==> src/rtl/vram_arbiter.sv <==
// VRAM slot arbiter: one access per clk_sys cycle shared between video fetch,
// a 4-entry CPU write buffer and single-outstanding CPU reads.
module vram_arbiter (
    input  logic        clk_sys,
    input  logic        reset,
    input  logic        vid_req,
    input  logic [14:0] vid_addr,
    output logic        vid_valid,
    output logic [7:0]  vid_data,
    input  logic        cpu_wr_req,
    input  logic [14:0] cpu_wr_addr,
    input  logic [7:0]  cpu_wr_data,
    output logic        cpu_wr_ready,
    input  logic        cpu_rd_req,
    input  logic [14:0] cpu_rd_addr,
    output logic        cpu_rd_ack,
    output logic [7:0]  cpu_rd_data,
    output logic [14:0] mem_addr,
    output logic [7:0]  mem_din,
    output logic        mem_we,
    input  logic [7:0]  mem_dout,
    output logic [2:0]  wbuf_level,
    output logic        wbuf_ovf,
    output logic [1:0]  arb_state
);

    typedef enum logic [1:0] {
        ST_IDLE   = 2'd0,
        ST_VID    = 2'd1,
        ST_WDRAIN = 2'd2,
        ST_RD     = 2'd3
    } arb_state_t;

    // state_d is this cycle's grant; state_q remembers last cycle's grant and
    // doubles as the first stage of both return pipelines.
    arb_state_t state_q, state_d;

    logic [14:0] fifo_addr [4];
    logic [7:0]  fifo_data [4];
    logic [1:0]  wr_ptr, rd_ptr;
    logic [2:0]  level;
    logic [14:0] mem_addr_q;
    logic [7:0]  mem_din_q;
    logic        push, pop, rd_busy;

    // Write port handshake: a transfer happens only on cpu_wr_req && cpu_wr_ready;
    // a request while not ready is dropped and flagged in wbuf_ovf.
    assign cpu_wr_ready = (level < 3'd4);
    assign push         = cpu_wr_req && cpu_wr_ready;
    assign pop          = (state_d == ST_WDRAIN);
    assign rd_busy      = (state_q == ST_RD) || cpu_rd_ack;
    assign wbuf_level   = level;
    assign arb_state    = state_d;

    always_ff @(posedge clk_sys or posedge reset) begin
        if (reset) state_q <= ST_IDLE;
        else       state_q <= state_d;
    end

    // A read waits for an empty buffer and no same-cycle push so it never
    // overtakes an accepted write.
    always_comb begin
        state_d = ST_IDLE;
        if (vid_req)
            state_d = ST_VID;
        else if (level != 3'd0)
            state_d = ST_WDRAIN;
        else if (cpu_rd_req && !rd_busy && !push)
            state_d = ST_RD;
    end

    always_comb begin
        mem_addr = mem_addr_q;
        mem_din  = mem_din_q;
        mem_we   = 1'b0;
        case (state_d)
            ST_VID:    mem_addr = vid_addr;
            ST_WDRAIN: begin
                mem_addr = fifo_addr[rd_ptr];
                mem_din  = fifo_data[rd_ptr];
                mem_we   = 1'b1;
            end
            ST_RD:     mem_addr = cpu_rd_addr;
            default:   ;
        endcase
    end

    always_ff @(posedge clk_sys or posedge reset) begin
        if (reset) begin
            mem_addr_q <= '0;
            mem_din_q  <= '0;
        end else begin
            mem_addr_q <= mem_addr;
            mem_din_q  <= mem_din;
        end
    end

    always_ff @(posedge clk_sys) begin
        if (push) begin
            fifo_addr[wr_ptr] <= cpu_wr_addr;
            fifo_data[wr_ptr] <= cpu_wr_data;
        end
    end

    always_ff @(posedge clk_sys or posedge reset) begin
        if (reset) begin
            wr_ptr   <= '0;
            rd_ptr   <= '0;
            level    <= '0;
            wbuf_ovf <= 1'b0;
        end else begin
            if (push) wr_ptr <= wr_ptr + 2'd1;
            if (pop)  rd_ptr <= rd_ptr + 2'd1;
            case ({push, pop})
                2'b10:   level <= level + 3'd1;
                2'b01:   level <= level - 3'd1;
                default: level <= level;
            endcase
            if (cpu_wr_req && !cpu_wr_ready) wbuf_ovf <= 1'b1;
        end
    end

    // mem_dout during the cycle after a grant belongs to that grant.
    always_ff @(posedge clk_sys or posedge reset) begin
        if (reset) begin
            vid_valid   <= 1'b0;
            vid_data    <= '0;
            cpu_rd_ack  <= 1'b0;
            cpu_rd_data <= '0;
        end else begin
            vid_valid  <= (state_q == ST_VID);
            cpu_rd_ack <= (state_q == ST_RD);
            if (state_q == ST_VID) vid_data    <= mem_dout;
            if (state_q == ST_RD)  cpu_rd_data <= mem_dout;
        end
    end

endmodule

==> config.mk <==
export PLATFORM = sky130hd
export DESIGN_NAME = vram_arbiter
export DESIGN_NICKNAME = d
export VERILOG_FILES = /design/src/rtl/vram_arbiter.sv
export SDC_FILE = /design/constraint.sdc
export NUM_CORES = 1
export LEC_CHECK = 0
export BUFFER_PORTS_ARGS = -buffer_cell sky130_fd_sc_hd__clkbuf_2
export CAP_MARGIN = 10
export CORE_ASPECT_RATIO = 1.2
export CORE_MARGIN = 2
export CORE_UTILIZATION = 50
export DETAILED_ROUTE_END_ITERATION = 8
export GPL_ROUTABILITY_DRIVEN = 1
export PLACE_DENSITY = 0.74
export SLEW_MARGIN = 20
export SYNTH_ARGS = -nofsm -noshare
export SYNTH_HDL_FRONTEND = slang
export SYNTH_SLANG_ARGS = --single-unit
==> constraint.sdc <==
create_clock -name clk_sys -period 3.1 [get_ports clk_sys]
set_clock_uncertainty 0.15 [all_clocks]
set_input_delay 0.775 -clock clk_sys [delete_from_list [all_inputs] [get_ports clk_sys]]
set_output_delay 0.775 -clock clk_sys [all_outputs]
set_load 0.05 [all_outputs]
==> results.py <==
metrics = {
    "status": {
        "run_status": "finished, final reports clean",
    },
    "worst_setup_path": {
        "crit_slowest_cell": "or3_4",
        "critPathKind": "reg2out",
        "r2r_end": "wbuf_level[2]$_DFFE_PP0P_",
        "crit_path_max_fanout": 10,
        "critPathMaxStageDelay_ns": 0.41,
        "end_kind": "output port",
        "reg2regPathDepth": 10,
        "r2r_slack_ns": 0.67,
        "r2r-start": "wbuf_level[1]$_DFFE_PP0P_",
        "critPathLaunchType": "register",
        "path_cells": "or3_4, a311o_4, buf_12, nor2_4, nor3_4, clkbuf_4",
        "crit_arrival_ns": 2.13,
        "required_ns": 2.17,
    },
    "power_and_ir_drop": {
        "clockPowerShare_pct": 26.8,
        "ir_worst_vdd_uv": 537.5,
        "p_sw_mw": 2.844,
        "power_frac_comb_pct": 39.3,
        "swShare_pct": 36.31,
        "p_per_area_mw_per_mm2": 993.7,
        "seqPwrFrac_pct": 33.9,
        "p_leak_nw": 3.225,
        "intPower_mw": 4.987,
    },
    "global_routing": {
        "antenna_found_initial": 1,
        "grt_pass1_wl_mm": 18.43,
        "grt.total_usage_pct": 20.49,
        "overflow": 0,
        "grt_max_degree": 40,
        "grt_pass1_vias": 3590,
    },
    "route": {
        "m1WireLength_mm": 5.008,
        "wl_met2_mm": 6.472,
        "wirelength_mm": 12.24,
        "drt_pass1_iterations": 4,
        "drc_errors": 0,
        "via_per_inst": 5.229,
        "topRoutingLayerUsed": "met4",
        "first_iter_violations": 224,
        "wl_per_cell_um": 18.41,
        "wl_met3_um": 516,
        "num_vias": 3477,
        "ant_nets": 0,
    },
    "min_path": {
        "hp-class": "in2async",
    },
    "floorplan": {
        "dieArea_mm2": 0.01235,
        "num_io_pins": 115,
        "die_h_um": 121.3,
        "fp.dieW_um": 101.8,
        "num_rows": 42,
        "coreArea_mm2": 0.01109,
        "start_util_pct": 51.74,
    },
    "placed_design": {
        "pre_cts_ws_ns": -0.2272,
        "place_hpwl_mm": 8.128,
        "portBuffers": 114,
        "routabilityCongestion": 0.7488,
    },
    "clocking": {
        "cts.sinks": 143,
        "cts_tree": "done",
        "ctsHoldBuffers": 0,
        "clkTransAtPathRegs_ns": 0.06,
        "cts_buffers": 17,
        "root_buffer": "clkbuf_16",
        "clk_latency_ns": 0.41,
        "cts_max_path_buffers": 2,
        "ctsHtreeMaxLevel": 4,
    },
    "logic_synthesis": {
        "synth_cells": 344,
        "ys_seq_area_share_pct": 70.40,
        "synth_cell_types": 31,
        "yosys_warnings": 0,
        "synth_area_mm2": 0.005737,
        "yosys.area.top_type": "edfxtp_1",
        "synth_top_area_share_pct": 48.16,
        "yosys_register_bits": 143,
        "syn_area_per_cell_um2": 16.68,
        "syn_nets": 416,
        "yosys-top-cells-area": "edfxtp_1, dfrtp_1, mux4_2, mux2_2, o41ai_1",
    },
    "layout": {
        "drive_gt1_share_pct": 53.73,
        "layout_commonest_cell": "clkbuf_2",
        "layout_common_cells": "clkbuf_2, edfxtp_1, dfrtp_1",
        "syn_to_final_growth_pct": 37.38,
        "finalNetCount": 569,
        "multi_input_area_mm2": 0.001853,
        "final-seq-area_mm2": 0.004040,
        "fillers": 671,
    },
    "timing": {
        "timing.fmax_ghz": 0.3271,
        "timing.final.hold_violations": 0,
        "final_max_slew_viol_count": 0,
        "finalSetupViolations": 0,
        "min_period_over_period_pct": 98.61,
        "min_period_ns": 3.057,
        "grt_setup_unrepaired": "true",
        "fin_tns_setup_ns": 0,
        "worst_pin_slew_ns": 0.4547,
        "layout_setup_ws_ns": 0.04295,
        "max-slew-margin-rel_pct": 69.69,
    },
    "job": {
        "cap_violations": 0,
    },
}
==> synthesized netlist by cell type <==
cell / number
edfxtp_1: 92
dfrtp_1: 51
nand2_1: 27
mux4_2: 23
nor2_1: 21
nand2b_1: 17
mux2_2: 16
nor3_1: 16
o41ai_1: 15
nor2_4: 10
clkbuf_1: 9
inv_1: 9
buf_2: 7
ha_1: 5
xnor2_1: 5
and2_1: 4
inv_2: 2
nor2b_1: 2
a21o_1: 1
a21oi_1: 1
a311o_4: 1
buf_1: 1
buf_12: 1
buf_6: 1
fa_1: 1
mux2i_1: 1
nand3_2: 1
o21ai_0: 1
o21bai_1: 1
or3_1: 1
xor2_1: 1
==> registers in the layout, summed over array words and instances, names as in the netlist <==
name,count
wr_ptr,2
vid_data,8
mem_addr_q,15
state_q,2
rd_ptr,2
fifo_data,32
mem_din_q,8
vid_valid,1
wbuf_ovf,1
cpu_rd_data,8
cpu_rd_ack,1
fifo_addr,60
wbuf_level,3
==> worst max-delay path, delay by kind of cell (launching register included) <==
kind | cells | cell delay (ns)
buffers and inverters | 2 | 0.38
DFF | 1 | 0.40
AOI/OAI and AO/OA | 1 | 0.36
and+or+nand+nor | 3 | 0.56
==> repair_timing <==
action	CTS	global route
setup buffers	3	3
pin swaps	1	2
hold endpoints to repair	0	0
gates resized for setup	23	27
setup endpoints to repair	23	23
gates cloned	0	1
==> worst max path at each step <==
stage,start,to,slack [ns],depth (start not counted)
floorplan,cpu_wr_req,mem_addr[0],-0.13,7
global placement,cpu_rd_req,mem_addr[9],-0.25,9
detailed placement,cpu_rd_req,mem_addr[2],-0.23,9
CTS,cpu_rd_req,mem_addr[2],-0.04,9
global route,wbuf_level[1]$_DFFE_PP0P_,mem_addr[8],-0.02,6
finish,wbuf_level[1]$_DFFE_PP0P_,mem_addr[8],0.04,6
==> area by class of cell <==
class / instances / area share (%)
inverter: 11 / 0.5239
sequential: 143 / 51.26
multi-input combinational: 171 / 23.51
antenna: 1 / 0.03175
clock inverter: 12 / 2.111
timing repair buffer: 153 / 14.45
tap: 154 / 2.445
clock buffer: 20 / 5.668
==> logic make-up after synthesis <==
logic type / share of synthesized area, %
DFF: 70.40
and+or+nand+nor: 9.291
muxes: 12.34
buffers and inverters: 2.530
AOI/OAI and AO/OA: 3.075
xor gates and xnor gates: 0.9160
adders and majority gates: 1.439
==> layer usage <==
metal  up-vias  track usage [%]
met5         -                0
met4         0            7.601
met3        15            6.164
met2       105            34.62
met1      1765            24.65
li1       1592                -
==> power groups by stage <==
stage | logic (mW) | registers, mW | clock network (mW)
after detailed placement | 2.91 | 2.68 | 0
after global routing | 3.25 | 2.69 | 2.21
after floorplan | 1.74 | 3.00 | 0
final | 3.08 | 2.65 | 2.10
after global placement | 2.87 | 2.66 | 0
after CTS | 3.01 | 2.65 | 2.12
==> through the flow <==
step | total power [mW] | hold WS [ns] | utilization [%] | cells | area, um2
finish | 7.831 | 0.1536 | 71.08 | 665 | 7881
global route | 8.157 | 0.1570 | 71.08 | 665 | 7881
global placement | 5.531 | 0.2900 | 62.66 | 625 | 6948
CTS | 7.790 | 0.1467 | 69.57 | 660 | 7714
detailed placement | 5.596 | 0.2973 | 62.66 | 625 | 6948
floorplan | 4.737 | 0.4296 | - | 344 | 5883
Note: power is estimated with default switching activity, not from simulation.
